==> config.mk <==
export PLATFORM = sky130hd
export DESIGN_NAME = jtdd2_snd_cmd
export DESIGN_NICKNAME = d
export VERILOG_FILES = /design/src/rtl/jtdd2_snd_cmd_pkg.sv /design/src/rtl/jtdd2_cmd_fifo.sv /design/src/rtl/jtdd2_snd_cmd.sv
export SDC_FILE = /design/constraint.sdc
export NUM_CORES = 1
export LEC_CHECK = 0
export ABC_CLOCK_PERIOD_IN_PS = 4500
export BUFFER_PORTS_ARGS = -buffer_cell sky130_fd_sc_hd__buf_2
export CAP_MARGIN = 20
export CORE_ASPECT_RATIO = 0.8
export CORE_MARGIN = 1.5
export CORE_UTILIZATION = 48
export CTS_CLUSTER_SIZE = 12
export DETAILED_ROUTE_END_ITERATION = 16
export PLACE_DENSITY_LB_ADDON = 0.15
export SETUP_SLACK_MARGIN = 0.15
export SKIP_LAST_GASP = 1
export SYNTH_ARGS = -nofsm -noshare
export SYNTH_HDL_FRONTEND = slang
export SYNTH_SLANG_ARGS = --single-unit
==> constraint.sdc <==
create_clock -name clk -period 4.5 [get_ports clk]
set_input_delay 0.9 -clock clk [delete_from_list [all_inputs] [get_ports clk]]
set_output_delay 0.9 -clock clk [all_outputs]
set_load 0.02 [all_outputs]
==> src/rtl/jtdd2_snd_cmd_pkg.sv <==
// Shared types and constants for the main-to-sound command channel.
// The FSM encoding and the GAP counter width live here.
package jtdd2_snd_cmd_pkg;

    typedef enum logic [1:0] {
        StIdle   = 2'd0,
        StLoad   = 2'd1,
        StAssert = 2'd2,
        StGap    = 2'd3
    } snd_state_e;

    localparam int unsigned GAP_DEFAULT = 16;

    // GAP counter width: clog2(GAP), never narrower than one bit
    function automatic int unsigned gap_cnt_width(input int unsigned gap);
        return (gap < 2) ? 1 : unsigned'($clog2(gap));
    endfunction

    localparam int unsigned GAP_CW_DEFAULT = gap_cnt_width(GAP_DEFAULT);

endpackage

==> src/rtl/jtdd2_cmd_fifo.sv <==
// Command byte FIFO: storage, pointers, occupancy and the sticky overflow flag.
// head always shows the entry at the read pointer.
module jtdd2_cmd_fifo #(
    parameter int unsigned AW = 2
) (
    input  logic          clk,
    input  logic          rst,
    input  logic          push,
    input  logic          pop,
    input  logic [7:0]    din,
    input  logic          ovf_clr,
    output logic [7:0]    head,
    output logic          full,
    output logic          empty,
    output logic [AW:0]   level,
    output logic          ovf
);
    localparam int unsigned DEPTH = 1 << AW;

    logic [7:0]    mem [DEPTH];
    logic [AW-1:0] wr_ptr_q, wr_ptr_d;
    logic [AW-1:0] rd_ptr_q, rd_ptr_d;
    logic [AW:0]   level_q, level_d;
    logic          ovf_q, ovf_d;
    logic          push_ok, pop_ok;

    assign full  = (level_q == (AW+1)'(DEPTH));
    assign empty = (level_q == '0);
    assign level = level_q;
    assign ovf   = ovf_q;
    assign head  = mem[rd_ptr_q];

    assign pop_ok  = pop & ~empty;
    // A same-cycle pop frees the slot, so a write into a full FIFO is accepted
    assign push_ok = push & (~full | pop_ok);

    always_comb begin
        wr_ptr_d = wr_ptr_q;
        rd_ptr_d = rd_ptr_q;
        level_d  = level_q;
        ovf_d    = ovf_q;
        if (push_ok) wr_ptr_d = wr_ptr_q + 1'b1;
        if (pop_ok)  rd_ptr_d = rd_ptr_q + 1'b1;
        if (push_ok && !pop_ok)      level_d = level_q + 1'b1;
        else if (!push_ok && pop_ok) level_d = level_q - 1'b1;
        if (ovf_clr)                 ovf_d = 1'b0;
        else if (push && !push_ok)   ovf_d = 1'b1;
    end

    always_ff @(posedge clk) begin
        if (push_ok) mem[wr_ptr_q] <= din;
    end

    always_ff @(posedge clk) begin
        if (rst) begin
            wr_ptr_q <= '0;
            rd_ptr_q <= '0;
            level_q  <= '0;
            ovf_q    <= 1'b0;
        end else begin
            wr_ptr_q <= wr_ptr_d;
            rd_ptr_q <= rd_ptr_d;
            level_q  <= level_d;
            ovf_q    <= ovf_d;
        end
    end

endmodule

==> src/rtl/jtdd2_snd_cmd.sv <==
// Main-CPU to sound-CPU command channel: FIFO-buffered commands presented one at a
// time on snd_latch, each announced by a fresh rising edge on snd_irq.
module jtdd2_snd_cmd
    import jtdd2_snd_cmd_pkg::*;
#(
    parameter int unsigned AW  = 2,
    parameter int unsigned GAP = GAP_DEFAULT
) (
    input  logic          clk,
    input  logic          rst,
    input  logic          main_wr,
    input  logic [7:0]    main_din,
    input  logic          ovf_clr,
    input  logic          snd_rd,
    output logic [7:0]    snd_latch,
    output logic          snd_irq,
    output logic          full,
    output logic          empty,
    output logic [AW:0]   level,
    output logic          ovf
);
    localparam int unsigned CW = gap_cnt_width(GAP);

    snd_state_e    state_q, state_d;
    logic [CW-1:0] cnt_q, cnt_d;
    logic [7:0]    latch_q, latch_d;
    logic          irq_q, irq_d;
    logic          rd_l_q;
    logic          rd_fall;
    logic          pop;
    logic [7:0]    head;

    jtdd2_cmd_fifo #(
        .AW (AW)
    ) u_fifo (
        .clk     (clk),
        .rst     (rst),
        .push    (main_wr),
        .pop     (pop),
        .din     (main_din),
        .ovf_clr (ovf_clr),
        .head    (head),
        .full    (full),
        .empty   (empty),
        .level   (level),
        .ovf     (ovf)
    );

    assign rd_fall   = rd_l_q & ~snd_rd;
    assign snd_latch = latch_q;
    assign snd_irq   = irq_q;

    always_comb begin
        state_d = state_q;
        cnt_d   = cnt_q;
        latch_d = latch_q;
        irq_d   = 1'b0;
        pop     = 1'b0;
        unique case (state_q)
            StIdle: begin
                if (!empty) state_d = StLoad;
            end
            StLoad: begin
                latch_d = head;
                state_d = StAssert;
            end
            StAssert: begin
                if (rd_fall) begin
                    pop = 1'b1;
                    // A write in the pop cycle is always accepted, so it keeps the FIFO busy
                    if (level != (AW+1)'(1) || main_wr) begin
                        state_d = StGap;
                        cnt_d   = CW'(GAP - 1);
                    end else begin
                        state_d = StIdle;
                    end
                end else begin
                    irq_d = 1'b1;
                end
            end
            StGap: begin
                if (cnt_q == '0) state_d = StLoad;
                else             cnt_d   = cnt_q - 1'b1;
            end
            default: state_d = StIdle;
        endcase
    end

    always_ff @(posedge clk) begin
        if (rst) begin
            state_q <= StIdle;
            cnt_q   <= '0;
            latch_q <= 8'h00;
            irq_q   <= 1'b0;
            rd_l_q  <= 1'b0;
        end else begin
            state_q <= state_d;
            cnt_q   <= cnt_d;
            latch_q <= latch_d;
            irq_q   <= irq_d;
            rd_l_q  <= snd_rd;
        end
    end

endmodule

==> results.toml, run 1 <==
[setup_path]
rrSetupSlack_ns = 2.25
timing.rr.end = "u_fifo.level[2]"
crit_path_start_kind = "register"
cp.required_ns = 3.60
rr_worst_depth = 7
critical_path.slowest_cell = "dfxtp_1"
cp-startpoint = "u_fifo.level[0]"
worst_setup_path_end_kind = "output port"
worst-path-max-fanout = 5
cp_data_arrival_time_ns = 1.46
worstSetupPathType = "reg2out"
worstPathCellList = "inv_1 > ha_1 > nand2b_1 > clkinv_1 > buf_2"
slowest_delay_ns = 0.44
r2r_start = "state_q[0]"

[pwr]
p_seq_share_pct = 50.7
peakVddDrop_mv = 0.195
total_power_mw = 1.25
power_frac_comb_pct = 23.7
p_sw_mw = 0.359
switching_share_pct = 28.8
p_per_area_mw_per_mm2 = 469
p_clk_share_pct = 25.6
leakage_nw = 1.03
internal_power_mw = 0.888

[cells_and_area]
drive_gt1_share_pct = 21.8
fillers = 394
diodes = 0
finalInstanceArea_mm2 = 0.00266
nets = 228
syn_to_final_growth_pct = 12.6

[timing]
rsz0062_at_grt = "false"
slew_violations = 0
finalCriticalPeriod_ns = 2.36
tightest_slew_ns = 0.677
slew_headroom_pct = 54.8
setup_viol = 0
min_period_over_period_pct = 52.4
final.setup.tns_ns = 0
max_freq_ghz = 0.424
fin_skew_ns = 0.00753
hold_viol = 0
worst_hold_slack_ns = 0.502

[clocking]
clk_pin_slew_ns = 0.09
hold_buffers = 0
clockBufferDepth = 2
ctsHtreeMaxLevel = 2
post_cts_resize_count = 0
ctsRootBufferMaster = "clkbuf_8"
cts_tree = "done"
post_cts_buffers = 0
worst_skew_pair.late_latency_ns = 0.30
clock_sinks = 56
cts_inserted_buffers = 5

[synth]
synthFlopType = "edfxtp_1"
avgSynthCellArea_um2 = 13.7
yosysWarnings = 0
synth_edf_count = 32
syn_area_mm2 = 0.00236
synth.distinct_cells = 34
synth_nets = 199
synth_seq_area_share_pct = 61.0
ys_ff_latch = 56
synthCells = 172
async_flop_share_pct = 0

[place]
place.gp.congestion = 0.733
place_area_mm2 = 0.00255
dpl.hpwl_um = 2810
io_buffers = 27

[min_path]
hold_start = "snd_latch[4]"
hold_path.class = "reg2reg"
hold_end = "snd_latch[4]"
holdPathStages = 2

[floorplanning]
die_y_um = 65.8
start_util_pct = 50.8
ioPinCount = 28
row_count = 22
dieArea_mm2 = 0.00536
core_mm2 = 0.00465
fp.dieW_um = 81.5

[drt]
drt_iter0_drc = 110
via_per_inst = 5.37
first_pass_iters = 4
wl_per_cell_um = 15.7
ant_nets = 0
vias = 1406
drt_wl_total_um = 4110
drc_errors = 0

[global_routing]
grt_pass1_wl_um = 6650
grt_pass1_vias = 1389
antenna_found_initial = 0
overflow = 0
grt_max_degree = 23
grt_usage_pct = 17.4

[flow_run]
maxCapViolations = 0

[run_status]
status = "completed"
[Yosys cell counts, types with 2 or more instances]
cell,n,area (um2)
o21ai_0,4,20.0
a21oi_1,6,30.0
xor2_1,4,35.0
nand2_1,4,15.0
ha_1,14,175
nand2b_1,3,18.8
o21a_1,2,15.0
mux4_2,8,180
edfxtp_1,32,961
clkbuf_1,4,15.0
nor2_1,17,63.8
nor2b_1,3,18.8
dfxtp_1,24,480
o311a_1,2,20.0
and2_1,4,25.0
or3_1,2,12.5
inv_1,11,41.3
mux2i_1,12,120
[area by class of cell]
type	instances	area, um2	share of cell area (%)
multi-input cells	99	858	32.2
flip-flops and latches	56	1440	54.1
repair buffers	27	135	5.08
well taps	60	75.1	2.82
inverters	12	45.0	1.69
clock buffers	6	72.6	2.73
clock inverters	2	35.0	1.32
[flip-flops by register name (all words and copies together), names as in the netlist]
signal and count:
state_q 2, u_fifo.mem 32, u_fifo.level 3, u_fifo.ovf 1, u_fifo.wr_ptr_q 2, rd_l_q 1
u_fifo.rd_ptr_q 2, cnt_q 4, snd_latch 8, snd_irq 1
[cells in the final DEF (no fill, tap or decap), types with 2 or more instances in the layout]
master	count
a21oi_1	6
o311a_1	2
mux2i_1	12
nand2b_1	3
nor2_1	17
dfxtp_1	24
ha_1	14
inv_1	11
mux4_2	8
and2_1	4
nand2_1	4
clkbuf_8	5
or3_1	2
nor2b_1	3
buf_2	27
o21ai_0	4
xor2_1	4
edfxtp_1	32
o21a_1	2
[power groups by stage]
stage / clock network [mW] / registers [mW] / logic (mW)
after floorplan: 0 / 0.666 / 0.188
after global placement: 0 / 0.639 / 0.286
after detailed placement: 0 / 0.644 / 0.296
after CTS: 0.329 / 0.633 / 0.297
after global routing: 0.355 / 0.639 / 0.329
final: 0.319 / 0.633 / 0.295
[metrics by stage]
| step | cells | util (%) | setup slack [ns] |
|---|---|---|---|
| 3_5_place_dp | 254 | 54.9 | 2.04 |
| 4_1_cts | 262 | 57.2 | 2.13 |
| 5_1_grt | 262 | 57.2 | 2.03 |
| 6_report | 262 | 57.2 | 2.14 |
| 2_1_floorplan | 172 | - | 2.27 |
| 3_3_place_gp | 254 | 54.9 | 2.08 |
[kinds of logic (layout without fill, tap and decap cells)]
| logic type | after synthesis | after routing | synth area share, % |
|---|---|---|---|
| adder cells (fa/ha/maj) | 14 | 14 | 7.41 |
| flip-flops | 56 | 56 | 61.0 |
| AND/OR/NAND/NOR | 41 | 41 | 8.99 |
| buffers and inverters | 17 | 47 | 2.75 |
| XOR/XNOR | 5 | 5 | 1.85 |
| multiplexers | 20 | 20 | 12.7 |
| AO/OA/AOI/OAI | 19 | 19 | 5.34 |
[critical path: cells and delay by family (launching register included)]
kind / cells / cell delay, ns
DFF: 1 / 0.44
buffers and inverters: 3 / 0.37
adders and majority gates: 1 / 0.22
and+or+nand+nor: 1 / 0.12
[worst max path at each step]
stage / endpoint / slack, ns / cells past startpoint
3_3_place_gp: u_fifo.level[2] / 2.08 / 6
2_1_floorplan: u_fifo.level[2] / 2.27 / 5
5_1_grt: empty / 2.03 / 5
6_report: empty / 2.14 / 5
3_5_place_dp: u_fifo.level[2] / 2.04 / 6
4_1_cts: empty / 2.13 / 5
[routing by layer]
| layer | wire length (um) | GRT usage, % | vias up |
|---|---|---|---|
| met5 | 0 | 0 | - |
| met4 | 53 | 7.97 | 0 |
| met3 | 176 | 3.72 | 5 |
| met2 | 1970 | 26.7 | 33 |
| li1 | - | - | 681 |
| met1 | 1910 | 23.8 | 687 |
No activity file was read; power rests on OpenSTA's default activity.
==> inputs of run 2 (changes only) <==
--- a/config.mk
+++ b/config.mk
@@ -5,7 +5,8 @@
 export SDC_FILE = /design/constraint.sdc
 export NUM_CORES = 1
 export LEC_CHECK = 0
-export ABC_CLOCK_PERIOD_IN_PS = 4500
+export ABC_AREA = 1
+export ABC_CLOCK_PERIOD_IN_PS = 2000
 export BUFFER_PORTS_ARGS = -buffer_cell sky130_fd_sc_hd__buf_2
 export CAP_MARGIN = 20
 export CORE_ASPECT_RATIO = 0.8
==> constraint.sdc (replaced) <==
create_clock -name clk -period 2 [get_ports clk]
set_input_delay 0.4 -clock clk [delete_from_list [all_inputs] [get_ports clk]]
set_output_delay 0.4 -clock clk [all_outputs]
set_load 0.02 [all_outputs]
==> results.toml, run 2 <==
[run_status]
status = "completed"

[clocking]
clockBufferDepth = 2
worst_skew_pair.late_latency_ns = 0.31
clock_sinks = 56
cts_inserted_buffers = 5
clk_pin_slew_ns = 0.10
cts_tree = "done"
ctsRootBufferMaster = "clkbuf_8"
ctsHtreeMaxLevel = 2

[floorplanning]
ioPinCount = 28
dieArea_mm2 = 0.00580
core_mm2 = 0.00506
fp.dieW_um = 84.8
die_y_um = 68.4
row_count = 23
start_util_pct = 50.7

[synth]
synthAdderAreaFrac_pct = 6.83
synthSimpleGateAreaFrac_pct = 18.2
yosysWarnings = 0
synth_nets = 303
yosysMostFrequentCell = "nor2_1"
synthCells = 276
synth.distinct_cells = 24
synthXorXnorAreaFrac_pct = 0.341
async_flop_share_pct = 0
synth_top_family_by_area = "simple AND/OR/NAND/NOR gates"
synth_compound_area_share_pct = 9.36
ys_top_cells_by_area = "edfxtp_1, dfxtp_1, nor2_1, ha_1, o21ai_0"
synthTopCellsByCount = "nor2_1, inv_1, edfxtp_1"
syn_area_mm2 = 0.00257
synth_seq_area_share_pct = 56.2
avgSynthCellArea_um2 = 9.30
synth_top_area_share_pct = 37.4
synth_edf_count = 32
ys_ff_latch = 56
synth_top_area_cell = "edfxtp_1"
synthFlopType = "edfxtp_1"
synth_mux_area_share_pct = 0

[place]
placed_cells = 362
io_buffers = 27
place_area_mm2 = 0.00275
place_ws_ns = 0.112
dpl.hpwl_um = 3050
place.gp.congestion = 0.775

[timing]
final.setup.tns_ns = 0
finalCriticalPeriod_ns = 1.78
setup_viol = 0
fin_ws_ns = 0.224
fin_skew_ns = 0.00599
hold_viol = 0
rsz0062_at_grt = "true"
max_freq_ghz = 0.563
slew_headroom_pct = 61.1
worst_hold_slack_ns = 0.228
min_period_over_period_pct = 88.8
tightest_slew_ns = 0.582
slew_violations = 0

[global_routing]
antenna_found_initial = 0
grt_pass1_vias = 1495
grt_usage_pct = 15.8
grt_max_degree = 19
grt_pass1_wl_um = 7020
overflow = 0

[drt]
drt_wl_total_um = 4430
ant_nets = 0
first_pass_iters = 4
vias = 1760
drc_errors = 0
drt_iter0_drc = 103
via_per_inst = 4.73
wl_per_cell_um = 11.9

[pwr]
peakVddDrop_mv = 0.483
leakage_nw = 1.27
p_per_area_mw_per_mm2 = 1050

[setup_path]
cp-startpoint = "u_fifo.level[0]"
cp.required_ns = 2.03
r2r_start = "u_fifo.level[0]"
worst_setup_path_end_kind = "register"
cp_data_arrival_time_ns = 1.80
worst-path-max-fanout = 8
worstSetupPathType = "reg2reg"
crit_path_start_kind = "register"

[cells_and_area]
diodes = 0
finalInstanceArea_mm2 = 0.00287
nets = 336
regMostFlops = "u_fifo.mem"
most-common-layout-cells = "nor2_1, inv_1, edfxtp_1"
largest_reg_flops = 32
final_common_cell = "nor2_1"
drive_gt1_share_pct = 20.6
final_cells = 372
syn_to_final_growth_pct = 11.9

[min_path]
hold_start = "ovf_clr"
hold_path.class = "in2reg"

[flow_run]
maxCapViolations = 0
[run 2: changes by cell type after synthesis, sizes merged, moves of 4 or more]
cell / before / now
nand3: 1 / 7
o21ai: 4 / 43
inv: 11 / 38
mux2i: 12 / 0
mux4: 8 / 0
nor2: 17 / 71
xor2: 4 / 0
and2: 4 / 0
nand2: 4 / 29
clkbuf: 4 / 0
buf: 1 / 8
[run 2: kinds of logic (layout without fill, tap and decap cells)]
family,after synthesis,in the layout
DFF,56,56
adders and majority gates,14,14
and+or+nand+nor,111,111
buffers and inverters,46,80
xor gates and xnor gates,1,1
AOI/OAI and AO/OA,48,48
[run 2: where the power goes]
group / switching (mW) / internal, mW / total, mW
clock: 0.375 / 0.250 / 0.625
combinational: 0.586 / 0.344 / 0.930
sequential: 0.0801 / 1.38 / 1.46
[run 2: repair_timing]
action | CTS | global route
hold buffers | 0 | 0
pin swaps | 0 | 1
setup buffers | 0 | 2
resized for setup | 1 | 5
setup endpoints to repair | 1 | 1
hold endpoints to repair | 0 | 0
[run 2: final cells by class]
| cell class | count | area, um2 |
|---|---|---|
| clock buffer | 6 | 72.6 |
| clock inverter | 2 | 16.3 |
| fill | 452 | 2190 |
| inverter | 38 | 148 |
| multi-input combinational | 174 | 917 |
| sequential | 56 | 1450 |
| tap | 62 | 77.6 |
| timing repair buffer | 34 | 195 |
[run 2: path summary, 6_finish.rpt]
check | slack (ns) | end | cells after the start
min reg2reg | 0.49 | cnt_q[1] | 2
min | 0.23 | u_fifo.ovf | 2
max | 0.22 | u_fifo.mem[1][5] | 11
max reg2reg | 0.22 | u_fifo.mem[1][5] | 11
[run 2: worst max-delay path, stage by stage, from the launching register on]
cell and delay, ns:
dfxtp_4 0.37, inv_1 0.07, ha_1 0.23, nand2_1 0.09, inv_2 0.04, nand2_2 0.07
inv_2 0.04, nor2_4 0.12, buf_4 0.13, inv_2 0.06, nor2_2 0.08, buf_4 0.18
[run 2: metal layers]
metal / part of all wire (%) / global-route usage [%]
met3: 3.9 / 3.86
met2: 42 / 23.3
met5: 0 / 0
met1: 53 / 23.2
met4: 1.4 / 4.84
[run 2: per-stage QoR]
stage / power, mW / utilization (%)
5_1_grt: 3.22 / 56.7
4_1_cts: 3.02 / 56.0
6_report: 3.02 / 56.7
3_5_place_dp: 2.40 / 54.2
3_3_place_gp: 2.39 / 54.2
2_1_floorplan: 2.19 / -
==> inputs of run 3 (changes only) <==
--- a/config.mk
+++ b/config.mk
@@ -8,13 +8,15 @@
 export ABC_AREA = 1
 export ABC_CLOCK_PERIOD_IN_PS = 2000
 export BUFFER_PORTS_ARGS = -buffer_cell sky130_fd_sc_hd__buf_2
-export CAP_MARGIN = 20
+export CELL_PAD_IN_SITES_DETAIL_PLACEMENT = 0
+export CELL_PAD_IN_SITES_GLOBAL_PLACEMENT = 1
 export CORE_ASPECT_RATIO = 0.8
 export CORE_MARGIN = 1.5
-export CORE_UTILIZATION = 48
+export CORE_UTILIZATION = 40
 export CTS_CLUSTER_SIZE = 12
 export DETAILED_ROUTE_END_ITERATION = 16
 export PLACE_DENSITY_LB_ADDON = 0.15
+export REMOVE_ABC_BUFFERS = 1
 export SETUP_SLACK_MARGIN = 0.15
 export SKIP_LAST_GASP = 1
 export SYNTH_ARGS = -nofsm -noshare
==> results.toml, run 3 (synthesis gave the netlist of run 2 again) <==
[setup_path]
cp-startpoint = "state_q[0]"
cp.required_ns = 2.02
cpLargestDelayFamily = "buffers and inverters"
cp-endpoint = "u_fifo.mem[1][6]"
cp_data_arrival_time_ns = 1.78
cp.depth = 10
slowest_delay_ns = 0.35
worst_setup_path_end_kind = "register"
path_buf_inv = 5
worstSetupPathType = "reg2reg"
critical_path.slowest_cell = "dfxtp_1"
rr_worst_depth = 10
timing.rr.end = "u_fifo.mem[1][6]"
r2r_start = "state_q[0]"
rrSetupSlack_ns = 0.24
crit_path_start_kind = "register"
worst-path-max-fanout = 8
worstPathCellList = "inv_1 > ha_4 > nand3_2 > nand2_2 > inv_2 > nor2_4 > buf_4 > inv_2 > nor2_1 > buf_4"

[drt]
drc_errors = 0
first_pass_iters = 4
via_per_inst = 4.61
vias = 1809
drt_wl_total_um = 4830
drt_iter0_drc = 155
ant_nets = 0
wl_per_cell_um = 12.3

[timing]
hold_viol = 0
slew_headroom_pct = 60.6
final.setup.tns_ns = 0
fin_ws_ns = 0.238
fin_skew_ns = 0.00856
slew_violations = 0
finalCriticalPeriod_ns = 1.76
max_freq_ghz = 0.567
rsz0062_at_grt = "false"
setup_viol = 0
min_period_over_period_pct = 88.1
tightest_slew_ns = 0.589

[cells_and_area]
largest_reg_flops = 32
nets = 337
drive_gt1_share_pct = 19.6
fillers = 615
syn_to_final_growth_pct = 12.9
final_common_cell = "nor2_1"
most-common-layout-cells = "nor2_1, inv_1, edfxtp_1"
regMostFlops = "u_fifo.mem"
diodes = 0

[clocking]
cts_inserted_buffers = 5
clock_sinks = 56
cts_tree = "done"
ctsRootBufferMaster = "clkbuf_8"
worst_skew_pair.late_latency_ns = 0.31
clockBufferDepth = 2
ctsHtreeMaxLevel = 2
clk_pin_slew_ns = 0.10

[floorplanning]
fp.dieW_um = 92.6
core_mm2 = 0.00604
die_y_um = 74.6
start_util_pct = 42.5
ioPinCount = 28
dieArea_mm2 = 0.00691
row_count = 25

[global_routing]
grt_pass1_vias = 1641
antenna_found_initial = 0
grt_usage_pct = 15.4
grt_pass1_wl_um = 7870
grt_max_degree = 19
overflow = 0

[min_path]
hold_path.class = "in2reg"

[pwr]
p_per_area_mw_per_mm2 = 1050
peakVddDrop_mv = 0.301
leakage_nw = 1.28

[place]
place_ws_ns = 0.0968
io_buffers = 27
dpl.hpwl_um = 3410
place.gp.congestion = 0.724

[run_status]
status = "completed"

[flow_run]
maxCapViolations = 0
run 3: changes by cell type in the layout (fill, tap and decap cells not counted), moves of 2 or more:
cell    previous run  this run
nor2_1            63        67
buf_4              5         8
nor2_2             7         3
buf_6              2         0
run 3: worst reg2reg max path: stages (launching register included):
cell	delay (ns)
dfxtp_1	0.35
inv_1	0.13
ha_4	0.18
nand3_2	0.10
nand2_2	0.08
inv_2	0.04
nor2_4	0.12
buf_4	0.13
inv_2	0.05
nor2_1	0.08
buf_4	0.20
run 3: how the worst min path moves through the flow:
| stage | start | endpoint | slack (ns) | cells after the start |
|---|---|---|---|---|
| 2_1_floorplan | cnt_q[1] | cnt_q[1] | 0.46 | 2 |
| 3_3_place_gp | cnt_q[1] | cnt_q[1] | 0.47 | 2 |
| 3_5_place_dp | cnt_q[1] | cnt_q[1] | 0.48 | 2 |
| 4_1_cts | ovf_clr | u_fifo.ovf | 0.23 | 2 |
| 5_1_grt | ovf_clr | u_fifo.ovf | 0.22 | 2 |
| 6_report | ovf_clr | u_fifo.ovf | 0.24 | 2 |
run 3: repair_timing:
item | 4_1_cts | 5_1_grt
setup endpoints to repair | 1 | 2
setup buffers | 0 | 2
hold endpoints to repair | 0 | 0
hold buffers | 0 | 0
pin swaps | 0 | 1
gates resized for setup | 3 | 5
gates cloned | 0 | 0
run 3: where the power goes:
part	internal [mW]	switching, mW	leakage [nW]
clock network	0.250	0.367	0.0414
registers	1.38	0.0850	0.491
logic	0.351	0.598	0.748
run 3: final cells by class:
| type | instances | area, um2 | share of cell area [%] |
|---|---|---|---|
| clock buffer | 6 | 72.6 | 2.51 |
| tap | 81 | 101 | 3.50 |
| multi-input combinational | 174 | 920 | 31.7 |
| sequential | 56 | 1440 | 49.8 |
| inverter | 38 | 148 | 5.10 |
| timing repair buffer | 35 | 195 | 6.74 |
| clock inverter | 2 | 16.3 | 0.562 |
run 3: per-stage QoR:
step / utilization (%) / instances / instance area (um2) / total power, mW / hold WS (ns)
floorplan: - / 268 / 2480 / 2.15 / 0.455
global placement: 45.8 / 382 / 2760 / 2.41 / 0.467
detailed placement: 45.8 / 382 / 2760 / 2.42 / 0.476
CTS: 47.5 / 390 / 2870 / 3.06 / 0.226
global route: 48.0 / 392 / 2900 / 3.27 / 0.223
finish: 48.0 / 392 / 2900 / 3.03 / 0.239
run 3: per-layer routing:
metal / GRT usage (%) / up-vias / part of all wire (%)
met2: 22.9 / 24 / 43
met4: 5.64 / 0 / 1.0
met3: 3.43 / 5 / 3.1
met5: 0 / - / 0
met1: 22.1 / 827 / 53
li1: - / 953 / -
